[src/rtl/regfile_dump_pkg.sv]
// Shared definitions for the debug-unit register file dump sequencer:
// FSM state encoding, default geometry and byte-count helpers.
package regfile_dump_pkg;

    localparam int NUM_REGS_DEF   = 32;
    localparam int ADDR_W_DEF     = 5;
    localparam int DATA_W_DEF     = 32;
    localparam int BYTES_PER_WORD = DATA_W_DEF / 8;

    typedef enum logic [1:0] {
        IDLE = 2'd0,
        LOAD = 2'd1,
        SEND = 2'd2,
        DONE = 2'd3
    } dump_state_t;

    // Width of a counter that must hold 0..n-1; never narrower than one bit.
    function automatic int cnt_width(input int n);
        return (n <= 2) ? 1 : $clog2(n);
    endfunction

endpackage

[src/rtl/regfile_dump.sv]
// Reads every register through the debug read port and streams each word
// MSB-first as bytes on a valid/ready interface towards the debug UART.
module regfile_dump
    import regfile_dump_pkg::*;
#(
    parameter int NUM_REGS = NUM_REGS_DEF,
    parameter int ADDR_W   = ADDR_W_DEF,
    parameter int DATA_W   = DATA_W_DEF
) (
    input  logic              clk,
    input  logic              reset,
    input  logic              start,
    output logic              busy,
    output logic              done,
    output logic [ADDR_W-1:0] du_reg_addr,
    input  logic [DATA_W-1:0] du_reg_data,
    output logic [7:0]        tx_data,
    output logic              tx_valid,
    input  logic              tx_ready
);

    localparam int BPW    = DATA_W / 8;
    localparam int BCNT_W = cnt_width(BPW);

    localparam logic [BCNT_W-1:0] LAST_BYTE = BCNT_W'(BPW - 1);
    localparam logic [ADDR_W-1:0] LAST_IDX  = ADDR_W'(NUM_REGS - 1);

    dump_state_t       state_reg, state_next;
    logic [ADDR_W-1:0] idx_reg, idx_next;
    logic [DATA_W-1:0] shreg_reg, shreg_next;
    logic [BCNT_W-1:0] bcnt_reg, bcnt_next;
    logic              handshake;

    assign du_reg_addr = idx_reg;
    assign tx_data     = shreg_reg[DATA_W-1 -: 8];
    assign tx_valid    = (state_reg == SEND);
    assign busy        = (state_reg != IDLE);
    assign done        = (state_reg == DONE);
    assign handshake   = tx_valid && tx_ready;

    always_ff @(posedge clk) begin
        if (reset) begin
            state_reg <= IDLE;
            idx_reg   <= '0;
            shreg_reg <= '0;
            bcnt_reg  <= '0;
        end else begin
            state_reg <= state_next;
            idx_reg   <= idx_next;
            shreg_reg <= shreg_next;
            bcnt_reg  <= bcnt_next;
        end
    end

    always_comb begin
        state_next = state_reg;
        idx_next   = idx_reg;
        shreg_next = shreg_reg;
        bcnt_next  = bcnt_reg;

        case (state_reg)
            IDLE: begin
                if (start) begin
                    idx_next   = '0;
                    state_next = LOAD;
                end
            end
            // Word is captured here so the address has a full cycle to settle.
            LOAD: begin
                shreg_next = du_reg_data;
                bcnt_next  = '0;
                state_next = SEND;
            end
            SEND: begin
                if (handshake) begin
                    if (bcnt_reg < LAST_BYTE) begin
                        shreg_next = shreg_reg << 8;
                        bcnt_next  = bcnt_reg + 1'b1;
                    end else if (idx_reg == LAST_IDX) begin
                        state_next = DONE;
                    end else begin
                        idx_next   = idx_reg + 1'b1;
                        state_next = LOAD;
                    end
                end
            end
            DONE: begin
                state_next = IDLE;
            end
            default: begin
                state_next = IDLE;
            end
        endcase
    end

endmodule

[config.mk]
export PLATFORM = sky130hd
export DESIGN_NAME = regfile_dump
export DESIGN_NICKNAME = d
export VERILOG_FILES = /design/src/rtl/regfile_dump_pkg.sv /design/src/rtl/regfile_dump.sv
export SDC_FILE = /design/constraint.sdc
export NUM_CORES = 1
export LEC_CHECK = 0
export BUFFER_PORTS_ARGS = -buffer_cell sky130_fd_sc_hd__clkbuf_2
export CAP_MARGIN = 0
export CORE_MARGIN = 10
export CORE_UTILIZATION = 45
export DETAILED_ROUTE_END_ITERATION = 6
export MAX_ROUTING_LAYER = met4
export PLACE_DENSITY = 0.72
export RECOVER_POWER = 100
export SYNTH_ARGS = -nofsm -noshare
export SYNTH_HDL_FRONTEND = slang
export SYNTH_SLANG_ARGS = --single-unit
[constraint.sdc]
create_clock -name clk -period 1.7 [get_ports clk]
set_input_delay 0.34 -clock clk [delete_from_list [all_inputs] [get_ports clk]]
set_output_delay 0.34 -clock clk [all_outputs]
set_load 0.01 [all_outputs]
# Word-level counts from Yosys, hierarchy flattened
# Cells that the tools add are included.
op_classes:
  addsub: 2
  n_lt_le_gt_ge: 1
  n_eq_ne: 9
  mux: 16
  n_reduce_logical: 8
ops:
  columns: ["cell", "count"]
  rows:
  - ["32-bit two-way mux", 2]
  - ["32-bit case mux with 2 select lines", 1]
  - ["5-bit two-way mux", 4]
  - ["2-bit two-way mux", 6]
  - ["5-bit case mux with 2 select lines", 1]
  - ["2-bit case mux with 4 select lines", 1]
  - ["2-bit inequality test, second input constant", 3]
  - ["3-bit AND reduction", 2]
  - ["2-bit nonzero test", 3]
  - ["5-bit by 1-bit adder with 5-bit output, second input constant", 1]
  - ["5-bit == test, second input constant", 1]
  - ["5-bit AND reduction", 1]
  - ["2-bit == test, second input constant", 2]
  - ["2-bit by 1-bit inequality test with 1-bit output, second input constant", 2]
  - ["2-bit case mux with 2 select lines", 1]
  - ["2-bit by 1-bit adder with 2-bit output, second input constant", 1]
  - ["2-bit by 1-bit == test with 1-bit output, second input constant", 1]
  - ["2-bit zero test", 1]
  - ["2-bit less-than comparator, second input constant", 1]
  - ["1-bit logical AND", 1]
totals:
  ff_bits: 41
  in_bits: 36
  wordCells: 40

# Depth between registers and ports, before layout
# Gate-level depths: netlist of run 1.
depth:
  word_depth: 5
  ltp_mapped: 6

# Least setup slack after synthesis of run 1
# OpenSTA, ideal clock, no wires.
synth_path:
  path_kind: "flip-flop to flip-flop"
  startpoint: "register idx_reg[0], in the netlist du_reg_addr[0]"
  endpoint: "register idx_reg[3], in the netlist du_reg_addr[3]"
  setup_time_ns: 0.075
  arrival_ns: 1.781
  required_time_ns: 1.625
  path_slack_ns: -0.156
  path_stages_with_launch: 7
  synth_period_minus_slack_ns: 1.856
  cell_sequence: "dfxtp_1 ha_1 and3_1 ha_1 nand3b_1 or4_1 a31oi_1"
synth_via:
  elab_chain_cells: 5
  elab_cells_between_ends: 8
  cone_classes: "add/sub: 1; eq/ne: 2; mux: 4; reduce/logical: 1"
synth_lines:
  columns: ["element", "line", "text"]
  rows:
  - ["start, declared", "regfile_dump.sv:29", "logic [ADDR_W-1:0] idx_reg, idx_next;"]
  - ["start signal, assigned", "regfile_dump.sv:49", "idx_reg <= idx_next;"]
  - ["5-bit by 1-bit adder with 5-bit output", "regfile_dump.sv:82", "idx_next = idx_reg + 1'b1;"]
  - ["5-bit two-way mux", "regfile_dump.sv:79", "end else if (idx_reg == LAST_IDX) begin"]
  - ["5-bit two-way mux", "regfile_dump.sv:76", "if (bcnt_reg < LAST_BYTE) begin"]
  - ["5-bit two-way mux", "regfile_dump.sv:75", "if (handshake) begin"]
  - ["5-bit case mux with 2 select lines", "regfile_dump.sv:61", "case (state_reg)"]
# Several ways; a longest one is shown, not always the timed one. The select of a mux whose other input is x is not followed.
# A chain may end at the register's enable or synchronous reset.

# Worst setup path after layout of run 1
# Ends and elaborated chain as after synthesis.

==> results of run 1 <==
==> cell type report <==
class / count / area, µm²
Inverter: 2 / 7.51
Clock inverter: 1 / 7.51
Clock buffer: 7 / 108
Fill cell: 413 / 1900
Sequential cell: 41 / 827
Tap cell: 52 / 65.1
Multi-Input combinational cell: 169 / 1150
Timing Repair Buffer: 66 / 409
==> path summary, 6_finish.rpt <==
kind | from | slack (ns) | cells after the start | endpoint
max | du_reg_addr[0] | -0.01 | 6 | du_reg_addr[3]
min | du_reg_data[2] | 0.26 | 3 | shreg_reg[2]
max reg2reg | du_reg_addr[0] | -0.01 | 6 | du_reg_addr[3]
min reg2reg | shreg_reg[2] | 0.47 | 2 | shreg_reg[2]
==> tightest hold or removal path, stage by stage <==
cell and delay, ns:
sky130_fd_sc_hd__clkbuf_2 0.08, sky130_fd_sc_hd__nand2_1 0.04, sky130_fd_sc_hd__a21oi_1 0.05
==> repair_timing <==
action / in CTS / in global routing
setup buffers: 1 / 0
pin swaps: 1 / 1
endpoints found under the hold margin: 0 / 0
gates resized for setup: 1 / 4
endpoints found under the setup margin: 1 / 4
==> cells by family after synthesis <==
family | after synthesis
DFF | 41
AOI/OAI and AO/OA | 53
buffers and inverters | 34
and+or+nand+nor | 113
adders and majority gates | 3
==> metal layers <==
layer / routed length (µm) / vias to the layer above / global-route usage (%)
met2: 2350 / 44 / 21.7
met5: 0 / - / -
met3: 302 / 4 / 4.69
met1: 2350 / 838 / 15.3
met4: 29 / 0 / 3.52
li1: - / 960 / -
==> per-stage QoR <==
step / hold slack, ns / cells / total power [W] / util (%) / instance area [µm²]
after global placement: 0.458 / 329 / 0.00153 / 55.0 / 2460
after CTS: 0.249 / 338 / 0.00230 / 58.0 / 2590
after global routing: 0.251 / 338 / 0.00238 / 57.5 / 2570
final: 0.259 / 338 / 0.00227 / 57.5 / 2570
after detailed placement: 0.462 / 329 / 0.00154 / 55.0 / 2460
after floorplan: 0.448 / 244 / 0.00142 / - / 2160
==> cell usage in the layout (no fill, tap or decap), types with 2 or more instances in the layout <==
master	count
sky130_fd_sc_hd__o211ai_1	7
sky130_fd_sc_hd__clkbuf_8	6
sky130_fd_sc_hd__nor3_1	25
sky130_fd_sc_hd__a31oi_1	2
sky130_fd_sc_hd__buf_12	5
sky130_fd_sc_hd__a311oi_2	20
sky130_fd_sc_hd__nor2b_1	2
sky130_fd_sc_hd__clkbuf_1	13
sky130_fd_sc_hd__nand2_1	56
sky130_fd_sc_hd__or4_1	2
sky130_fd_sc_hd__nand3_1	10
sky130_fd_sc_hd__a21oi_1	14
sky130_fd_sc_hd__clkbuf_2	40
sky130_fd_sc_hd__buf_4	7
sky130_fd_sc_hd__a311oi_1	4
sky130_fd_sc_hd__nand2b_1	2
sky130_fd_sc_hd__dfxtp_1	38
sky130_fd_sc_hd__dfxtp_2	2
sky130_fd_sc_hd__ha_4	2
==> where the power goes <==
group          internal, W  switching [W]  total, W  leakage [nW]
Sequential         0.00103      0.0000396   0.00107         0.337
Clock             0.000418       0.000348  0.000767        0.0556
Combinational     0.000197       0.000236  0.000433         0.572
==> results list, run 1 <==
* Share of post-route cells with drive strength above 1: 32.9%
* Cells along the critical path: ha_4 -> and3_4 -> ha_4 -> nand3b_1 -> or4_1 -> a31oi_1
- In this run the worst path has a maximum fanout of 4.
* Post-synthesis cell area: roughly 2100 µm²
- The via count of the first global-routing pass was approximately 1,900.
- From left edge to right edge, the die measures between 80 and 90 µm.
* Largest family of logic cells by synthesized area: simple AND/OR/NAND/NOR gates
- Sequential elements use between 30 and 40% of the synthesized area.
- CTS built an H-tree with a depth of 2.
* Antenna violation net count after detailed routing: 0
- First-pass GRT wire length: 8290 µm
* Count leader, synth: sky130_fd_sc_hd__nand2_1
* Distinct cell type count of the synthesized netlist: 41
- The worst hold path belongs to the class input pin to register.
- Hold buffer count at CTS: 0
* Largest clock skew in the final design: 0.00375 ns
- Synth Warn #: 0
- Top-level port count: between 50 and 60
- Standard-cell row count: 24
- After detailed routing, the average wire length per cell comes to roughly 15 µm.
* Worst-Skew Late Latency: 0.29 ns
- Worst setup timing slack at the placement stage: -0.0362 ns
* Post-synthesis instance total: ~240
- The number of antenna violations at the first check in global routing was 0.
- Cells taking the most area after synthesis: sky130_fd_sc_hd__dfxtp_1 38%, sky130_fd_sc_hd__a311oi_2 14%, sky130_fd_sc_hd__nand2_1 9.9%
- During placement, the flow inserted port buffers numbering ~50.
* Slowest stage cell, crit path: sky130_fd_sc_hd__or4_1
* Buffer levels on the longest clock path: 2
- Final clock period utilization by the worst path: 101%
- Slew Limit Fails: 0
- Setup Viol. Count Final: 1
* Drt pass-1 iters: 4
* Critical Path Sink Type: register
* Area added between synthesis and finish: 20.7%
- Relative slew slack: around 78%
- Syn nets: around 280
- In this run, synthesis inferred 0 flip-flops with an integrated enable.
- Most instantiated flip-flop cell in the synthesis netlist: sky130_fd_sc_hd__dfxtp_1
* Max-capacitance violation count: 0
* Effective utilization at floorplan: a little under half
- Summing the areas of all and, or, nand and nor instances in the mapped netlist gives between 20% and 30% of the synthesized area.
* Inserted Clock Buffers: 5
- Worst endpoint data arrival time: 1.93 ns
- Estimated wirelength of the detail-placed design: between 3000 and 4000 µm
- The tree built by TritonCTS fans out to a little over 40 sinks.
* Total number of vias: about 1,800
* Xor-xnor portion of the synthesized cell area: 0%
- Die height: between 80 and 90 µm
* Crit-path max cell delay: ~0.42 ns
- On the critical path the largest part of the delay comes from simple AND/OR/NAND/NOR gates.
- Transition at the pin with the smallest max-transition slack: 0.333 ns
- The critical path contains buffers and inverters numbering 0 combined.
- Via density per instance: about 5.5
* Post-synthesis adder-cell area fraction: 1.76%
- Most used cell along the critical path: sky130_fd_sc_hd__ha_4
- Required @ worst endpoint: about 1.9 ns
- Status: finished, violations left
* Endpoints failing hold: 0
- NumNets Final: around 320
- The analysis attributes to cell leakage a power of between 0.9 and 1 nW.
- Cell type contributing the most total cell area after synthesis: sky130_fd_sc_hd__dfxtp_1
- 0 antenna diodes ended up in the layout.
* Most instantiated cells after synthesis: 56 x sky130_fd_sc_hd__nand2_1, 41 x sky130_fd_sc_hd__dfxtp_1, 25 x sky130_fd_sc_hd__nor3_1, 20 x sky130_fd_sc_hd__a311oi_2, 15 x sky130_fd_sc_hd__a21oi_1
- The floorplan step defined a die boundary enclosing just under 8000 µm².
* DRC violations left: 0
- The worst setup path is launched from a register.
* Power per cell area: around 880 nW/µm²
- Overall track demand over capacity in global routing: a little over an eighth
* Clk slew on worst S/H paths: ~0.080 ns
- Mean instance size in the synthesized netlist: a little under 9 µm²
* Multiplexer share of the synthesized area: 0%
- Max reg flops: 32
* Setup repair after global routing missed its margin: yes
- The root buffer cell chosen for the clock tree is sky130_fd_sc_hd__clkbuf_8.
- Highest clock frequency the design can meet: 584 MHz
* Area fraction in compound gates after synthesis: about a quarter
- After layout, the minimum clock period comes to about 1.7 ns.
* Post-route worst setup slack: -0.0130 ns
* Total wire length: between 5000 and 6000 µm
* Remaining Overflow, GRT: 0
* Share of flip-flops with an asynchronous set or reset: 0%
* Final sum of negative setup slack: -0.0130 ns
* Maximum number of pins on one net before global-route repair: 42
* Initial DRC count: 93
- The critical path in this run is classified as register to register.
- Area of the core region: between 4000 and 5000 µm²
- Across the VDD grid, the largest voltage drop is 362 µV.
- Synthesis inferred 41 register bits.
* Gpl congestion: around 0.81
- Failing checks: setup timing
* Top cell type's share of synthesized area: approximately 38%
- TritonCTS built the clock tree.
(Power assumes the default switching activity.)
==> inputs of run 2 (changes only) <==
--- a/config.mk
+++ b/config.mk
@@ -5,6 +5,8 @@
 export SDC_FILE = /design/constraint.sdc
 export NUM_CORES = 1
 export LEC_CHECK = 0
+export ABC_AREA = 1
+export ABC_CLOCK_PERIOD_IN_PS = 1700
 export BUFFER_PORTS_ARGS = -buffer_cell sky130_fd_sc_hd__clkbuf_2
 export CAP_MARGIN = 0
 export CORE_MARGIN = 10
==> results list, run 2 <==
- The deepest level of the CTS H-tree was 2 (unchanged).
- Final-layout worst hold slack: 0.274 ns (was 0.259 ns)
* Total wire length: 4880 µm (was 5030 µm)
- The vias per cell is 4.75 (was 5.46).
- Area of the core region: 4380 µm² (was 4470 µm²)
- Path type of the worst setup path: register to primary output (was register to register)
- The layer with the highest usage after global routing is met2 (unchanged).
- Syn nets: 342 (was 283)
- Top-level port count: 52 (unchanged)
- Sequential element share of the synthesized area: 40.1% (was 38.5%)
* Cells along the critical path: inv_2 -> nor2_4 -> buf_6 -> clkbuf_2 (was ha_4 -> and3_4 -> ha_4 -> nand3b_1 -> or4_1 -> a31oi_1)
- Remaining Overflow, GRT: 0 (unchanged)
- The layout-stage area growth over the synthesis result came to 17.1% (was 20.7%).
- Die height: 87.4 µm (was 88.8 µm)
- The most instantiated library cell after synthesis is sky130_fd_sc_hd__nand2_1 (unchanged).
- The cell leakage power came to 1.18 nW (was 0.964 nW).
- Flip-flop and latch count after synthesis: 41 (unchanged)
- CTS tree: yes (unchanged)
- Relative slew slack: 75.0% (was 77.8%)
- The count of final max-slew check failures was 0 (unchanged).
- The number of buffers added to fix hold violations after cts is 0 (unchanged).
* Cell type contributing the most total cell area after synthesis: sky130_fd_sc_hd__dfxtp_1 (unchanged)
- Distinct cell type count of the synthesized netlist: 22 (was 41)
- The average footprint of a synthesized cell was 6.75 µm² (was 8.74 µm²).
- The clock-pin slew of the registers on the worst-case setup and hold paths is 0.08 ns (about the same).
- Inserted Clock Buffers: 5 (unchanged)
- The global routing usage on met2 is 21.0% (was 21.7%).
* Gpl congestion: 0.862 (was 0.815)
- The Yosys warning count came to 0 (unchanged).
* Setup repair after global routing missed its margin: no (was yes)
- The type of origin of the critical path was a register (unchanged).
- Instance area after placement: 2270 µm² (was 2460 µm²)
- Initial DRC count: 151 (was 93)
- Power per cell area: 948 nW/µm² (was 882 nW/µm²)
* Overall track demand over capacity in global routing: 13.0% (was 13.4%)
* Count of buffers from port buffering: 51 (unchanged)
- Top cell type's share of synthesized area: 40.1% (was 38.5%)
* Number of enable-type register cells in the synthesized netlist: 0 (unchanged)
* Estimated wirelength of the detail-placed design: 3380 µm (was 3470 µm)
- The number of sinks on the clock net was 41 (unchanged).
- The width of the die came to 87.4 µm (was 88.8 µm).
- Via count of the first global-routing pass: 1,812 (was 1,864)
* Total number of vias: 1,903 (was 1,846)
- Status: finished clean (was finished, violations left)
- Transition at the pin with the smallest max-transition slack: 0.376 ns (was 0.333 ns)
- NumNets Final: 387 (was 324)
- Full die area: 7640 µm² (was 7890 µm²)
- Post-synthesis instance total: 303 (was 244)
* Required @ worst endpoint: 1.36 ns (was 1.92 ns)
* Crit-path max cell delay: 0.40 ns (was 0.42 ns)
- The number of core rows was 24 (unchanged).
* Met3 Track Usage GR: 3.65% (was 4.69%)
* Count of filler cells inserted in the layout: 452 (was 413)
- The final clock skew is 0.00770 ns (was 0.00375 ns).
- Effective utilization at floorplan: 46.6% (was 47.7%)
- Most instantiated flip-flop cell in the synthesis netlist: sky130_fd_sc_hd__dfxtp_1 (unchanged)
- The capturing element type of the critical path was a primary output (was register).
* Most instantiated cells after synthesis: 105 x sky130_fd_sc_hd__nand2_1, 49 x sky130_fd_sc_hd__nor2_1, 41 x sky130_fd_sc_hd__dfxtp_1, 20 x sky130_fd_sc_hd__o21ai_0, 17 x sky130_fd_sc_hd__a21oi_1 (was 56 x sky130_fd_sc_hd__nand2_1, 41 x sky130_fd_sc_hd__dfxtp_1, 25 x sky130_fd_sc_hd__nor3_1, 20 x sky130_fd_sc_hd__a311oi_2, 15 x sky130_fd_sc_hd__a21oi_1)
* Post-route minimum period: 1.63 ns (was 1.71 ns)
* Share of post-route cells with drive strength above 1: 21.8% (was 32.9%)
* Share of flip-flops with an asynchronous set or reset: 0% (unchanged)
- Highest clock frequency the design can meet: 615 MHz (was 584 MHz)
- DRC violations left: 0 (unchanged)
- The cell area after synthesis came to 2040 µm² (was 2130 µm²).
- The final antenna diode count is 0 (unchanged).
- The buffer and inverter count on the worst path was 3 (was 0).
* Endpoints failing hold: 0 (unchanged)
- The number of antenna violations at the first check in global routing came to 0 (unchanged).
* Highest ir drop seen on vdd: 513 µV (was 362 µV)
* Worst endpoint data arrival time: 1.29 ns (was 1.93 ns)
* Slowest stage cell, crit path: sky130_fd_sc_hd__dfxtp_2 (was sky130_fd_sc_hd__or4_1)
- Worst-path maximum fanout: 14 (was 4)
- Max reg flops: 32 (unchanged)
- Buffer levels on the longest clock path: 2 (unchanged)
- Final sum of negative setup slack: 0 ns (was -0.0130 ns)
- The core utilization of the finished layout came to 54.6% (was 57.5%).
* Largest delay contributor family on the critical path: buffers and inverters (was simple AND/OR/NAND/NOR gates)
* Drt pass-1 iters: 4 (unchanged)
- The clock tree root buffer cell is sky130_fd_sc_hd__clkbuf_8 (unchanged).
- The final setup violation count came to 0 (was 1).
* First-pass GRT wire length: 7910 µm (was 8290 µm)
- Most common library cell in the layout ignoring fill and taps: sky130_fd_sc_hd__nand2_1 (unchanged)
* Final clock period utilization by the worst path: 95.7% (was 101%)
- Post-layout instance area: 2390 µm² (was 2570 µm²)
* Worst-Skew Late Latency: 0.29 ns (about the same)
* Global routing met1 resource utilization: 14.3% (was 15.3%)
* Highest-count cells in the layout ignoring fill and taps: 105 x sky130_fd_sc_hd__nand2_1, 49 x sky130_fd_sc_hd__nor2_1, 40 x sky130_fd_sc_hd__dfxtp_1, 38 x sky130_fd_sc_hd__clkbuf_2, 20 x sky130_fd_sc_hd__o21ai_0 (was 56 x sky130_fd_sc_hd__nand2_1, 40 x sky130_fd_sc_hd__clkbuf_2, 38 x sky130_fd_sc_hd__dfxtp_1, 25 x sky130_fd_sc_hd__nor3_1, 20 x sky130_fd_sc_hd__a311oi_2)
* Routed wire per std cell: 12.2 µm (was 14.9 µm)
* Antenna violation net count after detailed routing: 0 (unchanged)
- Max-capacitance violation count: 0 (unchanged)
- Cells taking the most area after synthesis: sky130_fd_sc_hd__dfxtp_1 40%, sky130_fd_sc_hd__nand2_1 19%, sky130_fd_sc_hd__nor2_1 9.0% (was sky130_fd_sc_hd__dfxtp_1 38%, sky130_fd_sc_hd__a311oi_2 14%, sky130_fd_sc_hd__nand2_1 9.9%)
- Worst min-delay path category: input pin to register (unchanged)
- Maximum number of pins on one net before global-route repair: 35 (was 42)
## run 2: cell type report
class	count	area [µm²]	share of cell area, %
timing repair buffer	61	332	13.9
sequential	41	822	34.3
clock inverter	2	37.5	1.57
tap	52	65.1	2.72
clock buffer	6	82.6	3.45
inverter	15	58.8	2.46
multi-input combinational	224	996	41.6
## run 2: power by group
part / internal, W / switching (W)
clock network: 0.000477 / 0.000337
registers: 0.00104 / 0.0000406
logic: 0.000146 / 0.000233
## run 2: final timing paths
check	startpoint	to	slack [ns]	cells after the start
hold / removal	du_reg_data[6]	shreg_reg[6]	0.27	3
hold reg to reg	shreg_reg[5]	shreg_reg[5]	0.46	2
setup / recovery	state_reg[1]	tx_valid	0.07	4
setup reg to reg	du_reg_addr[1]	du_reg_addr[3]	0.19	8
## run 2: logic make-up after synthesis
group                    synth area share [%]
AO/OA/AOI/OAI                            10.6
AND/OR/NAND/NOR                          35.9
flip-flops                               40.1
adder cells (fa/ha/maj)                  1.84
buffers and inverters                    11.6
## run 2: timing repair
item | 4_1_cts | 5_1_grt
endpoints found under the setup margin | 1 | 2
cloned | 0 | 1
gates resized for setup | 1 | 2
pin swaps | 0 | 1
buffers inserted | 0 | 0
## run 2: through the flow
stage / worst slack [ns] / cells / total power (W)
6_report: 0.0737 / 401 / 0.00227
5_1_grt: 0.0152 / 401 / 0.00239
4_1_cts: 0.0582 / 400 / 0.00229
3_5_place_dp: 0.184 / 392 / 0.00148
3_3_place_gp: 0.171 / 392 / 0.00147
2_1_floorplan: 0.257 / 303 / 0.00139
## run 2: worst min-delay path, delay by kind of cell
kind            cells  cell delay (ns)
simple gates        1             0.05
buf+inv             1             0.08
compound gates      1             0.05
## run 2: layer usage
metal | wire (µm) | part of all wire [%]
met3 | 264 | 5.4
met2 | 2280 | 47
met5 | 0 | 0
met4 | 78 | 1.6
met1 | 2250 | 46
